### src/rtl/bcd_counter_multi.sv
// bcd_counter_multi: parametrised multi-decade BCD up/down counter with
// count enable, parallel load (with BCD validity check) and carry/borrow
// pulse. Optional build macro BCD_COUNTER_MULTI_SATURATE_EN makes the
// counter stop at all-9s (up) / all-0s (down) and ties carry_out low.

// Per-decade next value and terminal flags; step says whether this decade
// moves on the current enabled edge.
module bcd_digit (
  input  logic [3:0] d,
  input  logic       up,
  input  logic       step,
  output logic [3:0] nxt,
  output logic       is9,
  output logic       is0
);
  assign is9 = (d == 4'd9);
  assign is0 = (d == 4'd0);

  // Increment/decrement with decade wrap when this digit is stepped
  always_comb begin
    nxt = d;
    if (step) begin
      if (up) nxt = is9 ? 4'd0 : d + 4'd1;
      else    nxt = is0 ? 4'd9 : d - 4'd1;
    end
  end
endmodule

module bcd_counter_multi #(
  parameter int                    DIGITS    = 4,
  parameter logic [4*DIGITS-1:0]   RESET_VAL = '0
) (
  input  logic                  clock,
  input  logic                  clear_n,
  input  logic                  sync_clear,
  input  logic                  en,
  input  logic                  up_dn,
  input  logic                  load,
  input  logic [4*DIGITS-1:0]   load_val,
  output logic [4*DIGITS-1:0]   count,
  output logic                  carry_out,
  output logic                  at_max,
  output logic                  at_min,
  output logic                  load_err
);
  logic [DIGITS-1:0][3:0] cnt_q, cnt_d, cnt_step;
  logic [DIGITS:0]        step;
  logic [DIGITS-1:0]      is9, is0, nib_ok;
  logic                   wrap, ld_ok, cy_d, le_d;

  // Decade i moves iff every lower decade is at its terminal value for the
  // current direction; step[DIGITS] is therefore the whole-counter wrap.
  assign step[0] = 1'b1;

  generate
    for (genvar g = 0; g < DIGITS; g++) begin : g_dig
      bcd_digit u_dig (
        .d    (cnt_q[g]),
        .up   (up_dn),
        .step (step[g]),
        .nxt  (cnt_step[g]),
        .is9  (is9[g]),
        .is0  (is0[g])
      );
      assign step[g+1] = step[g] & (up_dn ? is9[g] : is0[g]);
      assign nib_ok[g] = (load_val[4*g +: 4] <= 4'd9);
    end
  endgenerate

  assign wrap   = step[DIGITS];
  assign ld_ok  = &nib_ok;
  assign count  = cnt_q;
  assign at_max = &is9;
  assign at_min = &is0;

  // Next state: sync_clear > load > en > hold; pulses default low
  always_comb begin
    cnt_d = cnt_q;
    cy_d  = 1'b0;
    le_d  = 1'b0;
    if (sync_clear) begin
      cnt_d = RESET_VAL;
    end else if (load) begin
      if (ld_ok) cnt_d = load_val;
      else       le_d  = 1'b1;
    end else if (en) begin
`ifdef BCD_COUNTER_MULTI_SATURATE_EN
      if (!wrap) cnt_d = cnt_step;
`else
      cnt_d = cnt_step;
      cy_d  = wrap;
`endif
    end
  end

  // Count and pulse registers, async clear to RESET_VAL
  always_ff @(posedge clock or negedge clear_n) begin
    if (!clear_n) begin
      cnt_q     <= RESET_VAL;
      carry_out <= 1'b0;
      load_err  <= 1'b0;
    end else begin
      cnt_q     <= cnt_d;
      carry_out <= cy_d;
      load_err  <= le_d;
    end
  end
endmodule

### config.mk
export PLATFORM = sky130hd
export DESIGN_NAME = bcd_counter_multi
export DESIGN_NICKNAME = d
export VERILOG_FILES = /design/src/rtl/bcd_counter_multi.sv
export SDC_FILE = /design/constraint.sdc
export NUM_CORES = 1
export LEC_CHECK = 0
export ABC_AREA = 1
export CORE_MARGIN = 5
export CORE_UTILIZATION = 51
export DETAILED_ROUTE_END_ITERATION = 6
export PLACE_DENSITY = 0.89
export SYNTH_ARGS = -nofsm -noshare
export SYNTH_HDL_FRONTEND = slang
export SYNTH_HIERARCHICAL = 1
export SYNTH_SLANG_ARGS = --single-unit
### constraint.sdc
create_clock -name clock -period 2.8 [get_ports clock]
set_input_delay 0.28 -clock clock [delete_from_list [all_inputs] [get_ports clock]]
set_output_delay 0.28 -clock clock [all_outputs]
set_load 0.05 [all_outputs]
After elaboration in Yosys (flattened, before gate mapping)
Index checks and enable logic that the tools add are counted.
{"block": "word_totals", "reg_bits": 18, "inputBits": 22, "output_inout_bits": 20, "elab_cells": 70}
{"block": "classes", "n_addsub": 8, "magnitude_cmp": 4, "eq_ne": 5, "muxes": 29, "n_bitwise": 3, "n_reduce_logical": 15}
{"op": "2-to-1 mux 16 bit", "count": 4}
{"op": "2-to-1 mux 4 bit", "count": 15}
{"op": "adder 4 x 1 -> 4 bit (second input constant)", "count": 4}
{"op": "equality test 4 bit (second input constant)", "count": 4}
{"op": "less-or-equal comparator 4 bit (second input constant)", "count": 4}
{"op": "logical NOT 4 bit", "count": 4}
{"op": "subtractor 4 x 1 -> 4 bit (second input constant)", "count": 4}
{"op": "AND reduction 4 bit", "count": 3}
{"op": "nonzero test 3 bit", "count": 4}
{"op": "2-to-1 mux 1 bit", "count": 10}
{"op": "AND reduction 3 bit", "count": 3}
{"op": "AND 1 bit", "count": 3}
{"op": "!= test 3 x 2 -> 1 bit (second input constant)", "count": 1}
{"op": "AND reduction 2 bit", "count": 1}

Logic depth before layout (Yosys ltp)
Gate-level depths: netlist of the first run.
{"block": "depth", "ltp_word": 8, "ltp_mapped": 17, "ltp_nobuf": 16}

Hierarchy
Netlist of the first run, hierarchy kept.
{"module": "bcd_counter_multi", "instances": 1, "cells_per_inst": 162, "area_each_um2": 1074.8, "seq_area_each_um2": 450.4}
{"module": "bcd_digit", "instances": 4, "cells_per_inst": 45, "area_each_um2": 206.4, "seq_area_each_um2": 0.0}

Least setup slack after synthesis of the first run
Ideal clock, no wire load.
{"block": "synth_timing", "kind": "register to register", "start": "reg cnt_q, in the netlist count[0]", "end": "reg cnt_q, in the netlist count[14]", "setup_time_ns": 0.120, "arrival_ns": 2.480, "required_ns": 2.680, "setup_slack_ns": 0.200, "path_stages_with_launch": 18, "n_path_buf": 1, "period_less_slack_ns": 2.600, "path_cell_list": "dfrtp_1 -> buf_6 -> nor2_2 -> nand2_1 -> nor2_1 -> inv_1 -> o21ai_0 -> nand2_1 -> inv_1 -> nand2_1 -> inv_1 -> inv_1 -> a21oi_1 -> o21ai_1 -> nand2_1 -> nand2_1 -> nand3_1 -> nand2_1"}
{"block": "synth_between", "elab_chain_cells": 6, "elab_cells_between_ends": 7, "cone_classes": "eq/ne: 1; mux: 1; bitwise: 2; reduce/logical: 3"}
{"item": "start, declared", "line": "46", "rtl": "logic [DIGITS-1:0][3:0] cnt_q, cnt_d, cnt_step;"}
{"item": "start signal, assigned", "line": "103", "rtl": "cnt_q <= cnt_d;"}
{"item": "logical NOT 4 bit", "line": "17", "rtl": "assign is0 = (d == 4'd0);"}
{"item": "named net is0[0]", "line": "48", "rtl": "logic [DIGITS-1:0] is9, is0, nib_ok;"}
{"item": "2-to-1 mux 1 bit", "line": "65", "rtl": "assign step[g+1] = step[g] & (up_dn ? is9[g] : is0[g]);"}
{"item": "named net step[1]", "line": "47", "rtl": "logic [DIGITS:0] step;"}
{"item": "AND 1 bit", "line": "65"}
{"item": "named net step[2]", "line": "47"}
{"item": "AND 1 bit", "line": "65"}
{"item": "named net step[3]", "line": "47"}
{"item": "nonzero test 3 bit (no source line)"}
{"item": "AND reduction 3 bit (no source line)"}
The timed path passes the listed nets, and every way through them passes these cells.
A chain may end at the register's enable or synchronous reset.

Final worst setup path of the first run
{"block": "layout_timing", "start": "reg cnt_q, in the netlist count[12]", "end": "out at_min"}
{"block": "layout_between", "elab_chain_cells": 2}
{"item": "logical NOT 4 bit", "line": "17"}
{"item": "named net is0[3]", "line": "48"}
{"item": "AND reduction 4 bit", "line": "74", "rtl": "assign at_min = &is0;"}
{"item": "end, declared", "line": "43", "rtl": "output logic at_min,"}
The timed path passes the listed nets, and every way through them passes these cells.

==> out/summary.txt, run 1 <==
outcome: complete, no violations
clk buf depth: 2
post-DP HPWL: 3810 um
first-pass GRT wire length: 8740 um
Tmin final: 2570 ps
critical-path cell list: nor2_2 -> nand2_1 -> nor2_1 -> nand2_1 -> nor3_1 -> clkdlybuf4s50_1
RSZ-0062 raised after global routing: false
clk_skew: 3.21 ps
post-synthesis sequential area ratio: 0.237
routed length per instance: 12.2 um
Setup TNS Final: 0 ps
element type at the critical path end: primary output
actual slew at the worst max-slew pin: 1130 ps
clk slew on worst S/H paths: 70 ps
drt drc: 0
placed instance area: 0.00232 mm^2
H-tree Lvls: 1
CP Class: flip-flop to primary output
Post-Route Utilization: 0.649
Nets: 408
Clock Sink Count: 18
diode count: 0
Cell Rows: 22
worst skew pair latency: 250 ps
P&R area growth vs syn: 24.0%
setup bufs post-CTS: 0
total CTS buffers: 3
drt pass-1 iters: 5
vias in the first global route: 2,006
Starting Density: 0.523
core area: 0.00363 mm^2
final hold viol count: 0
total global-route track usage: 0.208
root buffer cell: clkbuf_8
Max FO, Critical Path: 9
fin area: 0.00236 mm^2
HP Class: input pin to asynchronous set/reset pin
GRT overflow: 0
I/O pin count: 42
crit-path most repeated cell: nand2_1
max-slew violations: 0
f_max: 389 MHz
PostCTS Resize Cnt: 0
synth warn: 6
post-synth top area cell: nand2_1
cells after synthesis: 342
Layout fillers: 348
Port Buf Inserts: 41
Peak VDD IR: 0.224 mV
Rel. slew slack: 0.246
Critical Path Start Type: flip-flop
Yosys reg bits: 18
Synth Cell Area: 0.00190 mm^2
most common cell after layout, fill and taps aside: nand2_1
Data arrival, critical path: 2290 ps
Layout Cells excl Fill: 432
final setup fails: 0
largest net degree at the start of global routing: 19
die area: 0.00505 mm^2
RD Place Congestion: 0.926
Die Width: 71.0 um
total power: 0.00101 W
routed via count: 2,255
CTS tree: done
Initial DRC Count: 200
top cells by area, synth: nand2_1 29%, dfrtp_1 24%, nand3_1 13%
leakage power: 1.27 nW
Max Cap Viol: 0
top-area cell type share of the netlist area: 0.294
proportion of layout cells with a drive suffix above 1: 0.0755
synthesized area per cell: 5.56 um^2
overall die height: 71.0 um
Avg Vias per Cell: 5.22
CP max stage cell: clkdlybuf4s50_1
Netlist cell types: 23
slowest stage delay, CP: 830 ps
Final Cycle Share: 0.918
Required @ worst endpoint: 2520 ps
quantity of hold-fixing buffers added after cts: 0
initial antenna violation count: 0
power density cells: 428 mW/mm^2
Placed Cells: 429
Worst R2R Path Depth: 16
final wirelength: 5260 um
most frequent cells in the layout: 149 x nand2_1, 48 x nand3_1, 41 x clkdlybuf4s50_1
Routed Antenna Nets: 0
-- report_power, final --
part	total [W]	internal, W	switching (W)	leakage, nW
clock	0.000183	0.0000955	0.0000872	0.0216
combinational	0.000484	0.000174	0.000310	1.01
sequential	0.000343	0.000284	0.0000589	0.240
total	0.00101	0.000554	0.000456	1.27
-- logic make-up after synthesis --
group                     count (synthesis)  synth area share
muxes                                     1           0.00527
other                                     1           0.00197
xor gates and xnor gates                  4            0.0184
buffers and inverters                    51             0.132
and+or+nand+nor                         244             0.545
DFF                                      18             0.237
AOI/OAI and AO/OA                        23            0.0606
-- state kept, by name, summed over array words and instances, names as in the netlist --
register,flops
carry_out,1
count,16
load_err,1
-- final timing paths --
kind / slack (ps) / startpoint / endpoint
max: 230 / count[12]$_DFFE_PN0P_ / at_min
min: 530 / clear_n / count[9]$_DFFE_PN0P_
max reg2reg: 440 / count[4]$_DFFE_PN0P_ / count[14]$_DFFE_PN0P_
min reg2reg: 580 / count[10]$_DFFE_PN0P_ / count[10]$_DFFE_PN0P_
max in group asynchronous: 1730 / clear_n / count[3]$_DFFE_PN0P_
min in group clock: 580 / count[10]$_DFFE_PN0P_ / count[10]$_DFFE_PN0P_
-- layer usage --
| metal | up-vias | share of wire | wire length, um | global-route usage |
|---|---|---|---|---|
| li1 | 1149 | - | - | - |
| met1 | 1013 | 0.44 | 2330 | 0.277 |
| met2 | 89 | 0.48 | 2510 | 0.350 |
| met3 | 4 | 0.070 | 367 | 0.0156 |
| met4 | 0 | 0.0097 | 51 | 0.0752 |
| met5 | - | 0 | 0 | 0 |
-- area by class of cell --
type | instances | area [um^2] | area share
Clock buffer | 3 | 41.3 | 0.0175
Multi-Input combinational cell | 278 | 1220 | 0.517
Tap cell | 48 | 60.1 | 0.0255
Timing Repair Buffer | 44 | 433 | 0.184
Inverter | 41 | 154 | 0.0653
Sequential cell | 18 | 450 | 0.191
-- synth_stat cells --
cell        n
inv_1      24
buf_6       5
nor3_1      2
o21ai_1     8
nand2_4     1
mux2i_1     1
nor2_1     24
nand3_1    48
buf_12      1
nand4_1     4
inv_2       8
xor2_1      4
dfrtp_1    18
a21oi_1     5
nand2_1   149
nor2_2      8
conb_1      1
clkinv_1    9
nand2_2     6
buf_2       4
or2_0       1
o21ai_0    10
or2_1       1
-- stage by stage --
step                      hold slack, ps  setup WS [ps]
after floorplan                    -15.6            200
after global placement               557            528
after detailed placement             562            450
after CTS                            553            278
after global routing                 614            114
final                                529            229
-- worst max-delay path, delay by kind of cell, from the launching register on --
kind | cells | cell delay, ps
buf+inv | 1 | 830
simple gates | 5 | 710
flops | 1 | 500
No activity file was read; power rests on OpenSTA's default activity.
==> run 2, diff against run 1 <==
--- a/config.mk
+++ b/config.mk
@@ -5,9 +5,8 @@
 export SDC_FILE = /design/constraint.sdc
 export NUM_CORES = 1
 export LEC_CHECK = 0
-export ABC_AREA = 1
 export CORE_MARGIN = 5
-export CORE_UTILIZATION = 51
+export CORE_UTILIZATION = 52
 export DETAILED_ROUTE_END_ITERATION = 6
 export PLACE_DENSITY = 0.89
 export SYNTH_ARGS = -nofsm -noshare
==> out/summary.txt, run 2 <==
outcome: complete, no violations
Synth Cell Area: 0.00207 mm^2
P&R area growth vs syn: 21.1%
Required @ worst endpoint: 2960 ps
top-area cell type share of the netlist area: 0.217
Min Hold Slack: 495 ps
Tmin final: 2610 ps
ys async rst share: 1.00
Clock Sink Count: 18
post-synth top area cell: dfrtp_1
power density cells: 419 mW/mm^2
Data arrival, critical path: 2770 ps
clk buf depth: 2
total power: 0.00105 W
highest metal layer with signal wires: met4
vias in the first global route: 1,720
Max Cap Viol: 0
top cells by area, synth: dfrtp_1 22%, o41ai_2 10%, mux2i_1 7.7%
f_max: 383 MHz
post-synthesis sequential area ratio: 0.217
Max FO, Critical Path: 13
Layout fillers: 318
clk slew on worst S/H paths: 70 ps
Initial DRC Count: 89
worst skew pair latency: 260 ps
I/O pin count: 42
top cells by count, synth: 18 x dfrtp_1, 16 x mux2i_1, 14 x o21ai_0
Rel. slew slack: 0.449
most common cell after layout, fill and taps aside: clkdlybuf4s50_1
routed length per instance: 16.7 um
ys flop type: dfrtp_1
cells after synthesis: 212
Final Cycle Share: 0.932
clk_skew: 2.13 ps
Die Width: 73.2 um
Netlist cell types: 39
diode count: 0
pre-CTS WS: 298 ps
total global-route track usage: 0.198
PostCTS Resize Cnt: 0
CP Class: flip-flop to flip-flop
post-DP HPWL: 3630 um
first-pass GRT wire length: 8380 um
RD Place Congestion: 0.792
element type at the critical path end: flip-flop
max FFs per register: 16
setup bufs post-CTS: 0
Cell Rows: 23
H-tree Lvls: 1
final wirelength: 5020 um
most frequent cells in the layout: 40 x clkdlybuf4s50_1, 18 x dfrtp_1, 16 x mux2i_1, 16 x buf_4
Port Buf Inserts: 41
initial antenna violation count: 0
WL met2: 2360 um
met1 WL: 2180 um
synthesized area per cell: 9.79 um^2
drt drc: 0
Setup TNS Final: 0 ps
leakage power: 1.08 nW
fin area: 0.00251 mm^2
Avg Vias per Cell: 6.12
Critical Path Start Type: flip-flop
HP Class: input pin to asynchronous set/reset pin
EDFF count, synth: 0
CTS tree: done
root buffer cell: clkbuf_8
routed via count: 1,843
max-slew violations: 0
die area: 0.00535 mm^2
Starting Density: 0.526
core area: 0.00394 mm^2
placed instance area: 0.00247 mm^2
Routed Antenna Nets: 0
Peak VDD IR: 0.303 mV
final hold viol count: 0
GRT overflow: 0
top-count cell post-synth: dfrtp_1
synth warn: 6
actual slew at the worst max-slew pin: 825 ps
RSZ-0062 raised after global routing: false
largest net degree at the start of global routing: 26
drt pass-1 iters: 4
final setup fails: 0
Final WS setup: 191 ps
proportion of layout cells with a drive suffix above 1: 0.199
R2R setup slack: 190 ps
total CTS buffers: 3
overall die height: 73.2 um
Met3 Wirelength: 370 um
Yosys reg bits: 18
quantity of hold-fixing buffers added after cts: 0
Nets: 275
[run 2: changes by cell type after synthesis, sizes merged, moves of 5 or more]
cell and change:
nand2b +5, o21ai +11, and2 +5, nand2 -150
buf +14, clkinv -9, inv -24, nand3 -47
nor2 -30, mux2i +15, o41ai +20
[run 2: worst max-delay path, cell delays in order (launching register included)]
cell and delay, ps:
dfrtp_1 510, nor4bb_1 500, nand3_1 120, o21ai_1 150, and2_1 340, nand2b_1 110
o41ai_1 290, a221o_1 200, mux2i_1 70, o41ai_2 200
[run 2: logic make-up after synthesis]
family / Yosys count / synth area share
compound gates: 78 / 0.346
xor+xnor: 12 / 0.0507
buf+inv: 34 / 0.115
flops: 18 / 0.217
mux: 19 / 0.0935
other cells: 1 / 0.00181
simple gates: 50 / 0.176
[run 2: per-stage QoR]
step,cells,util
4_1_cts,301,0.637
3_5_place_dp,298,0.627
2_1_floorplan,218,-
5_1_grt,301,0.637
6_report,301,0.637
3_3_place_gp,298,0.627
[run 2: layout make-up]
| class | count | area [um^2] | share of cell area |
|---|---|---|---|
| multi-input cells | 166 | 1410 | 0.560 |
| repair buffers | 56 | 520 | 0.207 |
| flip-flops and latches | 18 | 450 | 0.179 |
| well taps | 50 | 62.6 | 0.0249 |
| clock buffers | 3 | 41.3 | 0.0164 |
| inverters | 8 | 30.0 | 0.0120 |
[run 2: power breakdown]
| group | total [W] | internal, W | switching [W] |
|---|---|---|---|
| Sequential | 0.000341 | 0.000287 | 0.0000537 |
| Clock | 0.000183 | 0.0000958 | 0.0000877 |
| Combinational | 0.000529 | 0.000220 | 0.000309 |
| Total | 0.00105 | 0.000603 | 0.000450 |
[run 2: layer usage]
metal | vias to the layer above | global-route usage
met3 | 13 | 0.0427
met2 | 65 | 0.309
li1 | 894 | -
met4 | 0 | 0.0656
met5 | - | 0
met1 | 871 | 0.271
[run 2: path summary, 6_finish.rpt]
check / startpoint / endpoint / cells after the start
hold reg to reg: count[8]$_DFFE_PN0P_ / count[8]$_DFFE_PN0P_ / 2
hold / removal: clear_n / count[13]$_DFFE_PN0P_ / 1
setup reg to reg: count[5]$_DFFE_PN0P_ / count[15]$_DFFE_PN0P_ / 9
max in group asynchronous: clear_n / count[6]$_DFFE_PN0P_ / 1
setup / recovery: count[5]$_DFFE_PN0P_ / count[15]$_DFFE_PN0P_ / 9
min in group clock: count[8]$_DFFE_PN0P_ / count[8]$_DFFE_PN0P_ / 2
